**src/rtl/acc.sv**
```systemverilog
// acc: WIDTH-bit accumulator register for the calculator datapath.
// Loads `in` on a rising CLK when `w` is high and holds it otherwise.
// `out` is driven straight from the register, so there is no
// combinational path from `in` or `w`. RESET clears the register
// asynchronously and holds it cleared while RESET stays high.
module acc #(
   parameter int unsigned           WIDTH       = 16,
   parameter logic [WIDTH-1:0]      RESET_VALUE = '0
) (
   input  logic             CLK,
   input  logic             RESET,
   input  logic             w,
   input  logic [WIDTH-1:0] in,
   output logic [WIDTH-1:0] out
);

   logic [WIDTH-1:0] value_q;

   // Storage register: async clear, otherwise load on write enable.
   always_ff @(posedge CLK or posedge RESET) begin
      if (RESET) begin
         value_q <= RESET_VALUE;
      end else if (w) begin
         // NOTE: non-blocking assignment so every reader of value_q in this
         // timestep sees the pre-edge value; blocking would create races.
         value_q <= in;
      end
   end

   assign out = value_q;

endmodule

```
**config.mk**
```make
export PLATFORM = sky130hd
export DESIGN_NAME = acc
export DESIGN_NICKNAME = d
export VERILOG_FILES = /design/src/rtl/acc.sv
export SDC_FILE = /design/constraint.sdc
export NUM_CORES = 1
export LEC_CHECK = 0
export ABC_AREA = 1
export ABC_CLOCK_PERIOD_IN_PS = 820
export CORE_MARGIN = 2
export CORE_UTILIZATION = 40
export CTS_CLUSTER_DIAMETER = 120
export DETAILED_ROUTE_END_ITERATION = 10
export PLACE_DENSITY = 0.79
export SLEW_MARGIN = 25
export SYNTH_ARGS = -nofsm -noshare
export SYNTH_HDL_FRONTEND = slang
export SYNTH_SLANG_ARGS = --single-unit
```
**constraint.sdc**
```tcl
create_clock -name CLK -period 0.82 [get_ports CLK]
set_input_delay 0.246 -clock CLK [delete_from_list [all_inputs] [get_ports CLK]]
set_output_delay 0.246 -clock CLK [all_outputs]
set_load 0.02 [all_outputs]
```
==> results.yml <==
run_status:
  status: "complete, but fails checks"
  violations: "setup timing"
setup_path:
  slowest_stage: "dfrtp_1"
  cp_num_buf_inv: 1
  reg2regPathDepth: 4
  cp-start-kind: "flip-flop"
  slowest_delay_ns: 0.42
  cp.arrival_ns: 0.85
  reg2reg_from: "out[12]$_DFFE_PP0P_"
  end_kind: "primary output"
  critPathMaxFanout: 2
  r2r_end: "out[12]$_DFFE_PP0P_"
  cp.required_ns: 0.57
  rrSetupSlack_ns: -0.04
  crit_chain: "buf_6"
  path_class: "reg2out"
  critPathTopFamily: "flip-flops"
pwr:
  p_clk_share_pct: 26.3
  p_switching_mw: 0.5439
  power.density_nw_per_um2: 1722
  p_leak_nw: 0.6187
  p_sw_share_pct: 27.33
  intPower_mw: 1.447
  combPwrFrac_pct: 27.8
  p_seq_share_pct: 45.9
  max-vdd-ir-drop_mv: 1.213
timing:
  worstMarginPinSlew_ns: 0.2392
  setup_viol: 18
  skew_ns: 0
  maxSlewHeadroom_pct: 84.05
  rsz0062_at_grt: "true"
  finalCritPeriodShare_pct: 133.5
  whs_ns: 0.2608
  finalSetupTns_ns: -4.125
  fin_crit_ns: 1.095
  fmax_ghz: 0.9134
  setup_slack_ns: -0.2749
  drv_slew: 0
  hold_viol_final: 0
layout:
  n_antenna_cell: 0
  nets: 140
  largest_reg_flops: 16
  final_common_cell: "nand2_1"
  finish.utilization_pct: 76.74
  mostFrequentLayoutCells: "nand2_1 (42), clkdlybuf4s50_1 (17), dfrtp_1 (16), buf_6 (16), buf_4 (15)"
  final_layout_size_suffix_gt1_share_pct: 35.83
  area_growth_pct: 78.38
  nFillCells: 95
floorplan:
  start_util_pct: 43.02
  core.rowCount: 14
  fp.dieW_um: 44.25
  die_h_um: 44.25
  dieArea_um2: 1958
  coreArea_um2: 1506
  ios: 35
grt:
  grt_pass1_vias: 586
  grt_use_total_pct: 18.57
  grt_first_pass_wirelength_um: 2553
  antenna_found_initial: 0
  grt_max_degree: 17
  grt-ovfl-total: 0
clock_network:
  root_buffer: "clkbuf_4"
  cts-buffers-inserted: 3
  cts_sinks: 16
  clock_path_buffers: 2
  clkLatencyLatePin_ns: 0.28
  clkTransAtPathRegs_ns: 0.10
  htreeDepth: 1
  cts_tree: "yes"
placement:
  port_buffers: 34
  place.gp.congestion: 0.7899
  pre_cts_ws_ns: -0.4214
  hpwl_um: 1113
hold_path:
  hold_path_class: "in2async"
job:
  drv_cap: 0
logic_synthesis:
  netlist_area_um2: 648.1
  synth_nets: 88
  synthCells: 69
  ys_seq_area_share_pct: 61.78
  synth-seq-cells: 16
  avgSynthCellArea_um2: 9.393
  ys_warn_count: 0
  ys_types: 7
drt:
  wl_per_cell_um: 12.18
  drc: 0
  routed_wl_um: 1657
  drt_iter0_drc: 6
  drt-vias-per-instance: 4.390
  vias: 597
  dr.pass1.iters: 4
  antenna_left: 0
power groups by stage:
| stage | combinational [mW] | sequential (mW) | clock (mW) |
|---|---|---|---|
| 2_1_floorplan | 0.119 | 1.00 | 0 |
| 3_3_place_gp | 0.488 | 0.909 | 0 |
| 3_5_place_dp | 0.495 | 0.912 | 0 |
| 4_1_cts | 0.528 | 0.910 | 0.533 |
| 5_1_grt | 0.594 | 0.918 | 0.566 |
| 6_report | 0.554 | 0.913 | 0.524 |
timing repair:
action / 4_1_cts / 5_1_grt
hold buffers: 0 / 0
resized for setup: 97 / 1
pin swaps: 1 / 0
endpoints found under the setup margin: 32 / 16
cloned: 0 / 0
buffers inserted: 4 / 4
cells in the mapped netlist:
cell type | instances | area (um^2)
dfrtp_1 | 16 | 400.4
inv_6 | 1 | 8.760
inv_1 | 1 | 3.750
nand2_1 | 43 | 161.4
buf_6 | 2 | 22.52
buf_12 | 1 | 20.02
nand2_2 | 5 | 31.28
layer usage:
metal  GRT usage (%)  wire length, um  up-vias
li1                -                -      305
met1           21.98              651      267
met2           30.59              883       19
met3           3.265               68        6
met4           12.73               53        0
met5               0                0        -
worst max path at each step:
stage / start / end / slack [ns] / cells past startpoint
global placement: w / out[10]$_DFFE_PP0P_ / -0.39 / 4
floorplan: w / out[10]$_DFFE_PP0P_ / 0.09 / 5
CTS: out[5]$_DFFE_PP0P_ / out[5] / -0.27 / 1
detailed placement: w / out[10]$_DFFE_PP0P_ / -0.42 / 4
finish: out[9]$_DFFE_PP0P_ / out[9] / -0.27 / 1
global route: out[9]$_DFFE_PP0P_ / out[9] / -0.29 / 1
per-stage QoR:
step,instances,power [mW],instance area [um^2]
6_report,136,1.991,1156
5_1_grt,136,2.078,1156
4_1_cts,132,1.971,1124
3_5_place_dp,125,1.407,1046
3_3_place_gp,125,1.396,1046
2_1_floorplan,69,1.120,648.1
final cells by class:
class / count / area, um^2 / share of cell area [%]
clock buffers: 4 / 36.28 / 3.139
repair buffers: 50 / 491.7 / 42.53
multi-input cells: 48 / 195.2 / 16.88
well taps: 16 / 20.02 / 1.732
flip-flops and latches: 16 / 400.4 / 34.63
inverters: 2 / 12.51 / 1.082
worst register-to-register path, cell delays in order, from the launching register on:
cell,delay (ns)
dfrtp_1,0.41
buf_4,0.14
buf_4,0.12
nand2_2,0.06
nand2_2,0.04
kinds of logic after synthesis:
kind of cell           share of synthesized area, %
buffers and inverters                         8.494
AND/OR/NAND/NOR                               29.73
flip-flops                                    61.78
Note: power is estimated with default switching activity, not from simulation.
